--- config.mk ---
export PLATFORM = sky130hd
export DESIGN_NAME = serial_add_arbiter_flat
export DESIGN_NICKNAME = d
export VERILOG_FILES = /design/src/rtl/serial_add_arbiter_if.sv /design/src/rtl/serial_add_arbiter.sv /design/src/flat_wrapper.sv
export SDC_FILE = /design/constraint.sdc
export NUM_CORES = 1
export LEC_CHECK = 0
export BUFFER_PORTS_ARGS = -buffer_cell sky130_fd_sc_hd__buf_2
export CORE_ASPECT_RATIO = 0.75
export CORE_MARGIN = 4
export CORE_UTILIZATION = 45
export CTS_BUF_LIST = sky130_fd_sc_hd__clkbuf_4 sky130_fd_sc_hd__clkbuf_8
export DETAILED_ROUTE_END_ITERATION = 6
export PLACE_DENSITY_LB_ADDON = 0.05
export SYNTH_ARGS = -nofsm -noshare
export SYNTH_HDL_FRONTEND = slang
export SYNTH_SLANG_ARGS = --single-unit
export TNS_END_PERCENT = 100
--- constraint.sdc ---
create_clock -name clk -period 1.9 [get_ports clk]
set_input_delay 0.19 -clock clk [delete_from_list [all_inputs] [get_ports clk]]
set_output_delay 0.19 -clock clk [all_outputs]
set_load 0.01 [all_outputs]
--- src/rtl/serial_add_arbiter_if.sv ---
// serial_add_arbiter_if
//   Bundles the request/operand side and the result side of the two-requester
//   serial adder into one bus.
//   Requester side : req0/req1 (level request, held until ack), a0/b0/cin0 and
//                    a1/b1/cin1 (operands, stable while the matching req is high).
//   Adder side     : ack0/ack1 (one-cycle accept pulses), y/carryout/owner
//                    (result of the last completed operation), done (one-cycle
//                    pulse when results update), busy (operation in progress).
//   Handshake: a request is a level on reqN; it is consumed on the clock edge
//   that raises ackN for the following cycle, and the operands are captured on
//   that same edge. Results are valid in the cycle done is high and hold until
//   the next done pulse.
interface serial_add_arbiter_if #(
    parameter int WIDTH = 4
);
    logic             req0;
    logic             req1;
    logic [WIDTH-1:0] a0;
    logic [WIDTH-1:0] b0;
    logic [WIDTH-1:0] a1;
    logic [WIDTH-1:0] b1;
    logic             cin0;
    logic             cin1;
    logic             ack0;
    logic             ack1;
    logic [WIDTH-1:0] y;
    logic             carryout;
    logic             owner;
    logic             done;
    logic             busy;

    modport master (
        output req0, req1, a0, b0, a1, b1, cin0, cin1,
        input  ack0, ack1, y, carryout, owner, done, busy
    );

    modport slave (
        input  req0, req1, a0, b0, a1, b1, cin0, cin1,
        output ack0, ack1, y, carryout, owner, done, busy
    );
endinterface

--- src/rtl/serial_add_arbiter.sv ---
// serial_add_arbiter
//   Round-robin arbiter in front of a bit-serial adder. One of two requesters
//   is granted, its operands are added one bit per clock (LSB first) and the
//   WIDTH-bit sum, carry-out and owner index are published with a done pulse.
//   Ports:
//     clk         : sole clock, all state changes on posedge
//     rst         : synchronous active-low reset
//     bus         : serial_add_arbiter_if.slave (requests, operands, results)
//     o_dbg_state : current FSM state, for observation only
module serial_add_arbiter #(
    parameter int WIDTH = 4
) (
    input  logic                 clk,
    input  logic                 rst,
    serial_add_arbiter_if.slave  bus,
    output logic [1:0]           o_dbg_state
);
    localparam int CW = $clog2(WIDTH + 1);
    localparam logic [CW-1:0] LAST_BIT = CW'(WIDTH - 1);

    typedef enum logic [1:0] {
        IDLE = 2'd0,
        ADD  = 2'd1,
        DONE = 2'd2
    } state_t;

    state_t           r_state;
    state_t           w_next;
    logic             r_last_grant;
    logic             r_grant;
    logic [WIDTH-1:0] r_a_sh;
    logic [WIDTH-1:0] r_b_sh;
    logic [WIDTH-1:0] r_sum;
    logic [WIDTH-1:0] r_y;
    logic [CW-1:0]    r_cnt;
    logic             r_c;
    logic             r_carryout;
    logic             r_owner;
    logic             r_ack0;
    logic             r_ack1;

    logic             w_any_req;
    logic             w_grant_idx;
    logic             w_s;
    logic             w_c_next;
    logic             w_last_bit;
    logic [WIDTH-1:0] w_sum_next;

    assign w_any_req   = bus.req0 | bus.req1;
    // With both requesting the one that did not win last time goes; otherwise
    // the sole requester wins (req1 alone -> 1, req0 alone -> 0).
    assign w_grant_idx = (bus.req0 & bus.req1) ? ~r_last_grant : bus.req1;

    assign w_s        = r_a_sh[0] ^ r_b_sh[0] ^ r_c;
    assign w_c_next   = (r_a_sh[0] & r_b_sh[0]) | (r_a_sh[0] & r_c) | (r_b_sh[0] & r_c);
    assign w_last_bit = (r_cnt == LAST_BIT);
    // New sum bit enters at the MSB; after WIDTH shifts bit 0 holds the LSB.
    assign w_sum_next = WIDTH'({w_s, r_sum} >> 1);

    always_comb begin
        w_next = r_state;
        case (r_state)
            IDLE:    if (w_any_req) w_next = ADD;
            ADD:     if (w_last_bit) w_next = DONE;
            DONE:    w_next = IDLE;
            default: w_next = IDLE;
        endcase
    end

    always_ff @(posedge clk) begin
        if (!rst) r_state <= IDLE;
        else      r_state <= w_next;
    end

    always_ff @(posedge clk) begin
        if (!rst) begin
            r_last_grant <= 1'b1;
            r_grant      <= 1'b0;
            r_a_sh       <= '0;
            r_b_sh       <= '0;
            r_sum        <= '0;
            r_cnt        <= '0;
            r_c          <= 1'b0;
            r_y          <= '0;
            r_carryout   <= 1'b0;
            r_owner      <= 1'b0;
            r_ack0       <= 1'b0;
            r_ack1       <= 1'b0;
        end else begin
            r_ack0 <= 1'b0;
            r_ack1 <= 1'b0;
            case (r_state)
                IDLE: begin
                    if (w_any_req) begin
                        r_grant      <= w_grant_idx;
                        r_last_grant <= w_grant_idx;
                        r_a_sh       <= w_grant_idx ? bus.a1 : bus.a0;
                        r_b_sh       <= w_grant_idx ? bus.b1 : bus.b0;
                        r_c          <= w_grant_idx ? bus.cin1 : bus.cin0;
                        r_sum        <= '0;
                        r_cnt        <= '0;
                        r_ack0       <= ~w_grant_idx;
                        r_ack1       <= w_grant_idx;
                    end
                end
                ADD: begin
                    r_a_sh <= r_a_sh >> 1;
                    r_b_sh <= r_b_sh >> 1;
                    r_c    <= w_c_next;
                    r_sum  <= w_sum_next;
                    r_cnt  <= r_cnt + CW'(1);
                    if (w_last_bit) begin
                        r_y        <= w_sum_next;
                        r_carryout <= w_c_next;
                        r_owner    <= r_grant;
                    end
                end
                default: ;
            endcase
        end
    end

    assign bus.ack0     = r_ack0;
    assign bus.ack1     = r_ack1;
    assign bus.y        = r_y;
    assign bus.carryout = r_carryout;
    assign bus.owner    = r_owner;
    assign bus.done     = (r_state == DONE);
    assign bus.busy     = (r_state != IDLE);
    assign o_dbg_state  = r_state;
endmodule

--- src/flat_wrapper.sv ---
// flat-port wrapper written by rule: the top's interface ports become plain ports
module serial_add_arbiter_flat 
#(
    parameter int WIDTH = 4
)
  (clk, rst, o_dbg_state, bus_req0, bus_req1, bus_a0, bus_b0, bus_a1, bus_b1, bus_cin0, bus_cin1, bus_ack0, bus_ack1, bus_y, bus_carryout, bus_owner, bus_done, bus_busy);
  serial_add_arbiter_if #(.WIDTH(WIDTH)) bus_i ();
  input  logic clk;
  input  logic rst;
  output logic [1:0] o_dbg_state;
  input wire logic [$bits(bus_i.req0)-1:0] bus_req0;
  input wire logic [$bits(bus_i.req1)-1:0] bus_req1;
  input wire logic [$bits(bus_i.a0)-1:0] bus_a0;
  input wire logic [$bits(bus_i.b0)-1:0] bus_b0;
  input wire logic [$bits(bus_i.a1)-1:0] bus_a1;
  input wire logic [$bits(bus_i.b1)-1:0] bus_b1;
  input wire logic [$bits(bus_i.cin0)-1:0] bus_cin0;
  input wire logic [$bits(bus_i.cin1)-1:0] bus_cin1;
  output wire logic [$bits(bus_i.ack0)-1:0] bus_ack0;
  output wire logic [$bits(bus_i.ack1)-1:0] bus_ack1;
  output wire logic [$bits(bus_i.y)-1:0] bus_y;
  output wire logic [$bits(bus_i.carryout)-1:0] bus_carryout;
  output wire logic [$bits(bus_i.owner)-1:0] bus_owner;
  output wire logic [$bits(bus_i.done)-1:0] bus_done;
  output wire logic [$bits(bus_i.busy)-1:0] bus_busy;
  assign bus_i.req0 = bus_req0;
  assign bus_i.req1 = bus_req1;
  assign bus_i.a0 = bus_a0;
  assign bus_i.b0 = bus_b0;
  assign bus_i.a1 = bus_a1;
  assign bus_i.b1 = bus_b1;
  assign bus_i.cin0 = bus_cin0;
  assign bus_i.cin1 = bus_cin1;
  assign bus_ack0 = bus_i.ack0;
  assign bus_ack1 = bus_i.ack1;
  assign bus_y = bus_i.y;
  assign bus_carryout = bus_i.carryout;
  assign bus_owner = bus_i.owner;
  assign bus_done = bus_i.done;
  assign bus_busy = bus_i.busy;
  serial_add_arbiter #(.WIDTH(WIDTH)) u_core (.clk(clk), .rst(rst), .bus(bus_i), .o_dbg_state(o_dbg_state));
endmodule
* Word level (Yosys, flattened, before mapping)
Index checks and enable logic that the tools add are counted.
Storage, ports and cells: register bits after elaboration 28, word-level logic and storage cells 55, input port bits 22, output and inout bits 12
Operators by class: bitwise gates (word level) 11, equality and inequality tests 5, mux-type cells 17, reductions and logical operators 8, $add $sub $neg 1
Operators by type and width (count):
- case mux 4 bit (2 select lines) | 3
- two-way mux 4 bit | 5
- AND reduction 2 bit | 4
- case mux 3 bit (2 select lines) | 1
- AND 1 bit | 4
- two-way mux 2 bit | 2
- inequality test 2 x 1 -> 1 bit, second input constant | 2
- case mux 2 bit (2 select lines) | 1
- nonzero test 2 bit | 2
- adder 3 x 1 -> 3 bit, second input constant | 1
- equality test 3 x 2 -> 1 bit, second input constant | 1
- two-way mux 1 bit | 3
- two-way mux 3 bit | 1
- bitwise OR 1 bit | 3
- AND reduction 3 bit | 1
- equality test 2 x 1 -> 1 bit, second input constant | 1
- equality test 2 bit, second input constant | 1
- logical NOT 2 bit | 1
- inverter 1 bit | 2
- case mux 1 bit (2 select lines) | 1
- XOR 1 bit | 2

* Logic depth before layout (Yosys ltp)
Gate-level depths: netlist of run 1.
word-level depth 5, depth in mapped cells 6, gate-level depth less buffers 5

* Worst setup path after synthesis of run 1
Ideal clock, no wire load.
path type register -> register, start point reg u_core.r_cnt[0], end point reg u_core.r_carryout (netlist: u_core.bus.carryout), path buffers 1, period minus slack after synthesis 1.394 ns, data required time 1.772 ns, cell stages (with the launch flop) 7, setup time 0.128 ns, arrival 1.266 ns, setup slack 0.506 ns, path through dfxtp_1 > ha_1 > ha_1 > clkbuf_1 > nand3b_1 > mux2i_1 > nor2_1
On the way: longest elaborated chain between the ends 2
Ends and longest elaborated chain:
- start, declared | RTL line serial_add_arbiter.sv:35 | logic [CW-1:0] r_cnt;
- start signal, assigned | RTL line serial_add_arbiter.sv:111 | r_cnt <= r_cnt + CW'(1);
- equality test 3 x 2 -> 1 bit | RTL line serial_add_arbiter.sv:56 | assign w_last_bit = (r_cnt == LAST_BIT);
- AND reduction 2 bit (no source line)
- end signal, assigned | RTL line serial_add_arbiter.sv:114 | r_carryout <= w_c_next;
- end, declared | RTL line serial_add_arbiter.sv:37 | logic r_carryout;
Every way passes these cells. A chain may end at the register's enable or synchronous reset.

* Final worst setup path of run 1
start point reg u_core.r_state[0] (netlist: u_core.o_dbg_state[0]), end point reg u_core.r_owner (netlist: u_core.bus.owner)
On the way: longest elaborated chain between the ends 2
Ends and longest elaborated chain:
- start, declared | RTL line serial_add_arbiter.sv:27 | state_t r_state;
- start signal, assigned | RTL line serial_add_arbiter.sv:72 | else r_state <= w_next;
- equality test 2 x 1 -> 1 bit | RTL line serial_add_arbiter.sv:92 | case (r_state)
- AND reduction 2 bit (no source line)
- end signal, assigned | RTL line serial_add_arbiter.sv:115 | r_owner <= r_grant;
- end, declared | RTL line serial_add_arbiter.sv:38 | logic r_owner;
Every way passes these cells.

==> results of run 1 <==
-- placed cells by master, fill, tap and decap left out, drive strengths merged, types with 2 or more instances in the layout --
master	Yosys	routed
ha	2	2
inv	5	5
buf	5	37
o211ai	2	2
dfxtp	27	27
nand2	11	11
o21ai	6	6
and3b	7	7
a21oi	10	10
clkbuf	4	4
nor2	7	7
and2	7	7
mux2i	10	10
nor2b	2	2
o22ai	9	9
a211oi	8	8
nand3	5	5
-- synth_stat cells (5+ instances only) --
library cell   n  area (µm²)
inv_1          5        18.8
a21oi_1       10        50.1
and2_1         6        37.5
and3b_1        7        61.3
dfxtp_1       27         541
a211oi_1       7        52.6
nand3_1        5        25.0
mux2i_1       10         100
nand2_1       11        41.3
nor2_1         5        18.8
o21ai_0        5        25.0
o22ai_1        9        56.3
-- metal layers --
layer	GRT usage [%]	vias up
met3	6.16	4
li1	-	548
met5	0	-
met4	4.87	0
met1	19.1	489
met2	25.9	29
-- area by class of cell --
class	instances	area (µm²)	share of cell area, %
Multi-Input combinational cell	95	649	43.4
Sequential cell	27	541	36.1
Timing Repair Buffer	37	195	13.0
Clock buffer	4	48.8	3.26
Tap cell	36	45.0	3.01
Inverter	5	18.8	1.25
-- path summary, 6_finish.rpt --
| kind | start | endpoint | slack, ns | cells past startpoint |
|---|---|---|---|---|
| max | u_core.o_dbg_state[0]$_SDFFE_PN0P_ | u_core.bus.owner$_SDFFE_PN0P_ | 0.25 | 3 |
| min | rst | u_core.r_last_grant$_SDFFE_PN1P_ | 0.16 | 2 |
| max reg2reg | u_core.o_dbg_state[0]$_SDFFE_PN0P_ | u_core.bus.owner$_SDFFE_PN0P_ | 0.25 | 3 |
| min reg2reg | u_core.bus.owner$_SDFFE_PN0P_ | u_core.bus.owner$_SDFFE_PN0P_ | 0.46 | 2 |
-- through the flow --
step,setup slack (ns),instances,power (mW),cell area [µm²]
floorplan,0.506,136,0.718,1260
global placement,0.374,200,0.764,1450
detailed placement,0.279,200,0.771,1450
CTS,0.260,204,1.11,1500
global route,0.113,204,1.15,1500
finish,0.246,204,1.09,1500
-- registers in the layout, summed over array words and instances (netlist names) --
| register | cells |
|---|---|
| u_core.bus.y | 4 |
| u_core.r_a_sh | 4 |
| u_core.r_b_sh | 4 |
| u_core.r_cnt | 3 |
| u_core.r_sum | 3 |
| u_core.o_dbg_state | 2 |
| u_core.bus.ack0 | 1 |
| u_core.bus.ack1 | 1 |
| u_core.bus.carryout | 1 |
| u_core.bus.owner | 1 |
| u_core.r_c | 1 |
| u_core.r_grant | 1 |
| u_core.r_last_grant | 1 |
-- logic make-up after synthesis --
group                      count (synthesis)
buffers and inverters                     14
adders and majority gates                  3
AOI/OAI and AO/OA                         38
DFF                                       27
muxes                                     10
and+or+nand+nor                           44
-- power by group through the flow --
| stage | Combinational (mW) | Sequential, mW | Clock [mW] |
|---|---|---|---|
| after floorplan | 0.0952 | 0.623 | 0 |
| after global placement | 0.135 | 0.630 | 0 |
| after detailed placement | 0.141 | 0.630 | 0 |
| after CTS | 0.141 | 0.617 | 0.352 |
| after global routing | 0.155 | 0.622 | 0.375 |
| final | 0.139 | 0.617 | 0.334 |
-- critical path, delay by kind of cell, from the launching register on --
kind,cells,cell delay [ns]
simple gates,2,0.83
flops,1,0.60
compound gates,1,0.15
==> impl_metrics.csv, run 1 <==
group,metric,value,unit
outcome,status,"completed",
pwr,clock_power_share,30.6,%
cts,cts_hold_buf,0,
yosys,syn_area_per_cell,9.28,µm²
yosys,synth_seq_cells,27,
routing,remaining_drc_errors,0,
yosys,synth_compound_area_share,19.7,%
floorplan,io_pins,34,
pwr,leakage,0.657,nW
sta,worst_pin_slew,0.697,ns
floorplan,dieArea,0.00373,mm²
critical_path,worstPathArrival,1.85,ns
yosys,synth_mux_area_share,7.93,%
cts,cts-htree-levels,1,
cells_and_area,fillCellCount,250,
cells_and_area,nets,194,
routing,dr_wl_met3,209,µm
yosys,ys_warn_count,0,
cells_and_area,syn2layout_area_growth,18.6,%
critical_path,slowest_delay,0.64,ns
floorplan,core_area,0.00264,mm²
sta,fmax,605,MHz
routing,drt-initial-drc-count,70,
sta,worst_clock_skew,0.00165,ns
grt,grt_max_degree,23,
pwr,power.internal,825,µW
sta,worst_hold_slack,0.164,ns
yosys,synthSimpleGateAreaFrac,20.2,%
yosys,synth.distinct_cells,33,
routing,routed.top_layer,"met4",
routing,wl_per_cell,13.4,µm
critical_path,crit_chain,"nor2b_1 -> nand3_1 -> a21oi_1",
yosys,synth_top_family_by_area,"simple AND/OR/NAND/NOR gates",
cts,insertion_delay,0.27,ns
pwr,combPwrFrac,12.7,%
cells_and_area,num_antenna_cells,0,
floorplan,start_util,47.8,%
min_path,holdCritPathClass,"input pin to flip-flop",
critical_path,end_kind,"flip-flop",
sta,setup_viol,0,
routing,vias,1070,
run,drv_cap,0,
routing,wl_met2,1150,µm
place,routabilityCongestion,0.816,
cts,cts_buffers,3,
cts,cts.sink_count,27,
cts,clk_path_buf_depth,2,
grt,gr-total-overflow,0,
routing,drt-met1-wl,1340,µm
sta,maxSlewViolCount,0,
pwr,cellPowerDensity,728,mW/mm²
grt,grt_pass1_wl,4620,µm
yosys,synth_edf_count,0,
critical_path,cp.required,2.10,ns
cts,cts_tree,"yes",
cts,cts_setup_buffers,0,
grt,grtUsageTotal,15.7,%
yosys,synth_area,0.00126,mm²
floorplan,rows,16,
cells_and_area,final_util,56.7,%
routing,wirelength,2730,µm
sta,max-slew-margin-rel,53.4,%
yosys,ys_seq_area_share,42.8,%
cts,cts-root-buf,"clkbuf_8",
pwr,switching_share,24.3,%
critical_path,cp_slowest_cell,"nor2b_1",
yosys,ys.flop_type,"dfxtp_1",
cts,path_clk_slew,0.09,ns
floorplan,die_w,69.2,µm
critical_path,critPathMaxFanout,15,
sta,rsz0062_at_grt,"false",
cts,ctsResizeCount,0,
pwr,vdd_ir_drop_max,0.482,mV
floorplan,die_y,53.9,µm
yosys,synthCells,136,
routing,ant_nets,0,
yosys,synth_xor_area_share,0,%
grt,grt_pass1_vias,1007,
yosys,synthArstFlopShare,0,%
routing,routed_via_density,5.25,
critical_path,worstSetupStartpointType,"flip-flop",
critical_path,critical_path_class,"flip-flop to flip-flop",
pwr,p_switching,265,µW
sta,finalSetupTns,0,ns
place,numPortBuffers,33,
grt,antenna_found_initial,0,
yosys,synthAdderAreaFrac,3.57,%
place,post-dp-hpwl,2020,µm
sta,hold_viol,0,
cells_and_area,drive_gt1_share,29.2,%
yosys,synth_fp_nets,161,
routing,drtPass1Iterations,4,
sta,post-route-period-util,87.0,%
sta,min_period,1.65,ns
pwr,p_seq_share,56.6,%
(Power assumes the default switching activity.)
==> run 2, diff against run 1 <==
--- a/config.mk
+++ b/config.mk
@@ -8,7 +8,7 @@
 export BUFFER_PORTS_ARGS = -buffer_cell sky130_fd_sc_hd__buf_2
 export CORE_ASPECT_RATIO = 0.75
 export CORE_MARGIN = 4
-export CORE_UTILIZATION = 45
+export CORE_UTILIZATION = 50
 export CTS_BUF_LIST = sky130_fd_sc_hd__clkbuf_4 sky130_fd_sc_hd__clkbuf_8
 export DETAILED_ROUTE_END_ITERATION = 6
 export PLACE_DENSITY_LB_ADDON = 0.05
==> impl_metrics.csv, run 2 (synthesized netlist as in run 1, its figures left out) <==
group,metric,value,unit
outcome,status,"completed",
sta,worst_pin_slew,0.747,ns
critical_path,crit_buf_inv,2,
cts,cts.sink_count,27,
pwr,leakage,0.643,nW
critical_path,cp.required,1.71,ns
sta,finalSetupTns,0,ns
grt,grt_pass1_wl,4680,µm
routing,vias,1063,
critical_path,crit_chain,"nor2_2 -> inv_1 -> buf_2",
sta,min_period,1.69,ns
routing,wirelength,2660,µm
cells_and_area,final_common_cell,"buf_2",
place,numPortBuffers,33,
routing,ant_nets,0,
routing,drtPass1Iterations,4,
grt,gr-total-overflow,0,
sta,fin_ws,0.207,ns
place,pre_cts_slack,0.317,ns
grt,grt_max_degree,29,
cts,cts-root-buf,"clkbuf_4",
sta,max-slew-margin-rel,50.2,%
critical_path,end_kind,"output port",
critical_path,worstSetupStartpointType,"flip-flop",
cells_and_area,final_util,62.6,%
cells_and_area,num_antenna_cells,0,
floorplan,start_util,53.8,%
routing,wl_per_cell,13.3,µm
cts,insertion_delay,0.32,ns
cells_and_area,multi_input_area,649,µm²
cts,cts-htree-levels,1,
floorplan,rows,15,
critical_path,cp_slowest_cell,"dfxtp_1",
min_path,holdCritPathClass,"input pin to flip-flop",
cells_and_area,fillCellCount,233,
cells_and_area,nets,193,
floorplan,io_pins,34,
cts,path_clk_slew,0.14,ns
sta,post-route-period-util,89.1,%
grt,grt_pass1_vias,1058,
floorplan,die_y,51.5,µm
pwr,cellPowerDensity,692,mW/mm²
cts,cts_setup_buffers,0,
sta,worst_clock_skew,0.00775,ns
cells_and_area,syn2layout_area_growth,16.4,%
place,post-dp-hpwl,1910,µm
sta,rsz0062_at_grt,"false",
routing,routed_via_density,5.29,
cts,cts_tree,"yes",
floorplan,dieArea,0.00340,mm²
run,drv_cap,0,
critical_path,crit_family,"flip-flops",
pwr,vdd_ir_drop_max,0.510,mV
cells_and_area,register_area,541,µm²
floorplan,core_area,0.00235,mm²
critical_path,slowest_delay,0.83,ns
sta,fmax,591,MHz
cts,cts_buffers,3,
grt,antenna_found_initial,0,
sta,setup_viol,0,
floorplan,die_w,66.0,µm
routing,drt-initial-drc-count,57,
cts,clk_path_buf_depth,2,
sta,maxSlewViolCount,0,
cells_and_area,final_cell_mix,"buf_2 (33), dfxtp_1 (27), nand2_1 (11)",
cts,cts_hold_buf,0,
critical_path,worstPathArrival,1.50,ns
sta,hold_viol,0,
place,routabilityCongestion,0.758,
routing,remaining_drc_errors,0,
grt,grtUsageTotal,17.9,%
critical_path,critPathMaxFanout,28,
cells_and_area,drive_gt1_share,28.7,%
cts,ctsResizeCount,0,
critical_path,critical_path_class,"flip-flop to output port",
## run 2: cell types whose count changed in the layout (fill, tap and decap cells not counted)
| cell | change |
|---|---|
| buf_4 | -1 |
| clkbuf_8 | -3 |
| clkbuf_4 | +3 |
## run 2: final cells by class
class,count,share of cell area (%)
multi-input combinational,95,44.2
sequential,27,36.8
timing repair buffer,36,12.8
tap,34,2.90
clock buffer,4,2.04
inverter,5,1.28
## run 2: per-layer routing
metal,track usage (%),up-vias,routed length [µm]
met4,5.07,0,28
li1,-,548,-
met1,21.1,487,1230
met2,31.6,24,1250
met5,0,-,0
met3,5.40,4,158
## run 2: metrics by stage
step	instances	hold slack (ns)	power, mW	area [µm²]
2_1_floorplan	136	0.279	0.718	1260
3_3_place_gp	197	0.431	0.765	1440
3_5_place_dp	197	0.431	0.770	1440
4_1_cts	201	0.0771	1.03	1470
5_1_grt	201	0.0695	1.09	1470
6_report	201	0.0877	1.02	1470
## run 2: worst paths after layout
check                                      from                                to  slack (ns)  cells past startpoint
max          u_core.o_dbg_state[1]$_SDFFE_PN0P_                          bus_busy        0.21                      3
min                                         rst  u_core.r_last_grant$_SDFFE_PN1P_        0.09                      2
max reg2reg  u_core.o_dbg_state[1]$_SDFFE_PN0P_      u_core.bus.y[1]$_SDFFE_PN0P_        0.29                      3
min reg2reg        u_core.bus.y[0]$_SDFFE_PN0P_      u_core.bus.y[0]$_SDFFE_PN0P_        0.47                      2
## run 2: power by group
part / internal, mW / total, mW / switching, mW
sequential: 0.594 / 0.615 / 0.0210
clock: 0.0965 / 0.259 / 0.162
combinational: 0.0677 / 0.143 / 0.0751
total: 0.758 / 1.02 / 0.258
==> run 3, diff against run 2 <==
--- a/config.mk
+++ b/config.mk
@@ -6,12 +6,14 @@
 export NUM_CORES = 1
 export LEC_CHECK = 0
 export BUFFER_PORTS_ARGS = -buffer_cell sky130_fd_sc_hd__buf_2
+export CELL_PAD_IN_SITES_DETAIL_PLACEMENT = 2
+export CELL_PAD_IN_SITES_GLOBAL_PLACEMENT = 2
 export CORE_ASPECT_RATIO = 0.75
 export CORE_MARGIN = 4
-export CORE_UTILIZATION = 50
+export CORE_UTILIZATION = 32
 export CTS_BUF_LIST = sky130_fd_sc_hd__clkbuf_4 sky130_fd_sc_hd__clkbuf_8
 export DETAILED_ROUTE_END_ITERATION = 6
-export PLACE_DENSITY_LB_ADDON = 0.05
+export PLACE_DENSITY = 0.78
 export SYNTH_ARGS = -nofsm -noshare
 export SYNTH_HDL_FRONTEND = slang
 export SYNTH_SLANG_ARGS = --single-unit
==> impl_metrics.csv, run 3 (synthesized netlist as in run 1, its figures left out) <==
group,metric,value,unit
outcome,status,"completed",
critical_path,end_kind,"flip-flop",
cells_and_area,final_util,40.7,%
place,routabilityCongestion,0.741,
cts,cts_buffers,3,
cts,cts_hold_buf,0,
routing,routed_via_density,5.25,
floorplan,die_y,62.4,µm
sta,hold_viol,0,
critical_path,cp.required,2.10,ns
sta,worst_clock_skew,0.00194,ns
routing,drtPass1Iterations,4,
cells_and_area,syn2layout_area_growth,20.3,%
cts,path_clk_slew,0.10,ns
cells_and_area,final_common_cell,"buf_2",
sta,fmax,628,MHz
grt,gr-total-overflow,0,
critical_path,crit_family,"simple AND/OR/NAND/NOR gates",
floorplan,core_area,0.00373,mm²
critical_path,critPathMaxFanout,11,
pwr,finalPower,1.11,mW
critical_path,path_depth,3,
pwr,leakage,0.653,nW
place,numPortBuffers,33,
routing,drt-initial-drc-count,65,
cts,cts_setup_buffers,0,
cts,insertion_delay,0.28,ns
floorplan,start_util,33.8,%
cells_and_area,nets,194,
place,pre_cts_slack,0.288,ns
grt,grt_pass1_wl,6290,µm
pwr,vdd_ir_drop_max,0.342,mV
floorplan,io_pins,34,
min_path,holdPathStages,2,
sta,rsz0062_at_grt,"false",
sta,setup_viol,0,
critical_path,rr_startpoint,"u_core.o_dbg_state[0]$_SDFFE_PN0P_",
pwr,cellPowerDensity,732,mW/mm²
cells_and_area,drive_gt1_share,29.8,%
cells_and_area,num_antenna_cells,0,
min_path,holdCritPathClass,"input pin to flip-flop",
critical_path,worstSetupStartpoint,"u_core.o_dbg_state[0]$_SDFFE_PN0P_",
cts,ctsResizeCount,0,
critical_path,worstSetupStartpointType,"flip-flop",
floorplan,dieArea,0.00502,mm²
floorplan,rows,19,
grt,grt_pass1_vias,1240,
floorplan,die_w,80.5,µm
sta,max-slew-margin-rel,48.9,%
cts,cts.sink_count,27,
place,post-dp-hpwl,2750,µm
sta,maxSlewViolCount,0,
critical_path,crit_chain,"nor2b_1 -> nand2_1 -> a21oi_1",
grt,antenna_found_initial,0,
routing,remaining_drc_errors,0,
sta,min_period,1.59,ns
critical_path,cp_slowest_cell,"nor2b_1",
sta,finalSetupTns,0,ns
cells_and_area,final_cell_mix,"buf_2 (33), dfxtp_1 (26), nand2_1 (11)",
routing,wl_per_cell,17.4,µm
critical_path,critical_path_class,"flip-flop to flip-flop",
critical_path,worstPathArrival,1.79,ns
routing,wirelength,3840,µm
cts,clk_path_buf_depth,2,
critical_path,crit_buf_inv,0,
cts,cts-htree-levels,1,
sta,post-route-period-util,83.8,%
sta,worst_pin_slew,0.765,ns
critical_path,slowest_delay,0.66,ns
critical_path,reg2reg_depth,3,
grt,grtUsageTotal,15.8,%
run,drv_cap,0,
grt,grt_max_degree,23,
routing,vias,1154,
cts,cts-root-buf,"clkbuf_8",
routing,ant_nets,0,
cts,cts_tree,"yes",
sta,fin_ws,0.309,ns
min_path,holdCritStartpoint,"rst",
## run 3: cell count changes in the layout (fill, tap and decap cells not counted), sizes merged
cell      previous run  this run
clkinvlp             0         1
buf                 36        37
clkbuf               4         3
## run 3: worst paths after layout
kind | to | slack [ns]
min reg2reg | u_core.bus.y[2]$_SDFFE_PN0P_ | 0.47
min | u_core.r_last_grant$_SDFFE_PN1P_ | 0.16
max reg2reg | u_core.r_cnt[1]$_SDFFE_PN0P_ | 0.31
max | u_core.r_cnt[1]$_SDFFE_PN0P_ | 0.31
## run 3: stage by stage
step / area [µm²] / hold WS, ns / std cells
finish: 1520 / 0.158 / 220
floorplan: 1260 / 0.279 / 136
CTS: 1520 / 0.152 / 220
global placement: 1470 / 0.436 / 216
global route: 1520 / 0.157 / 220
detailed placement: 1470 / 0.449 / 216
## run 3: per-layer routing
layer | up-vias | global-route usage, % | routed length, µm
met5 | - | 0 | 0
met4 | 0 | 5.27 | 73
met3 | 8 | 4.03 | 127
met2 | 26 | 27.5 | 1970
met1 | 570 | 18.8 | 1660
li1 | 550 | - | -
## run 3: power by group
group	internal, mW	switching [mW]
Combinational	0.0680	0.0816
Sequential	0.593	0.0249
Clock	0.149	0.195
## run 3: final cells by class
type                            count  area [µm²]
Sequential cell                    27         542
Multi-Input combinational cell     95         649
Fill cell                         442        2210
Clock inverter                      1        7.51
Tap cell                           52        65.1
Inverter                            5        18.8
Clock buffer                        3        41.3
Timing Repair Buffer               37         195
## run 3: worst register-to-register path: cells and delay by family (launching register included)
family	cells	cell delay, ns
flip-flops	1	0.52
AO/OA/AOI/OAI	1	0.19
AND/OR/NAND/NOR	2	0.80
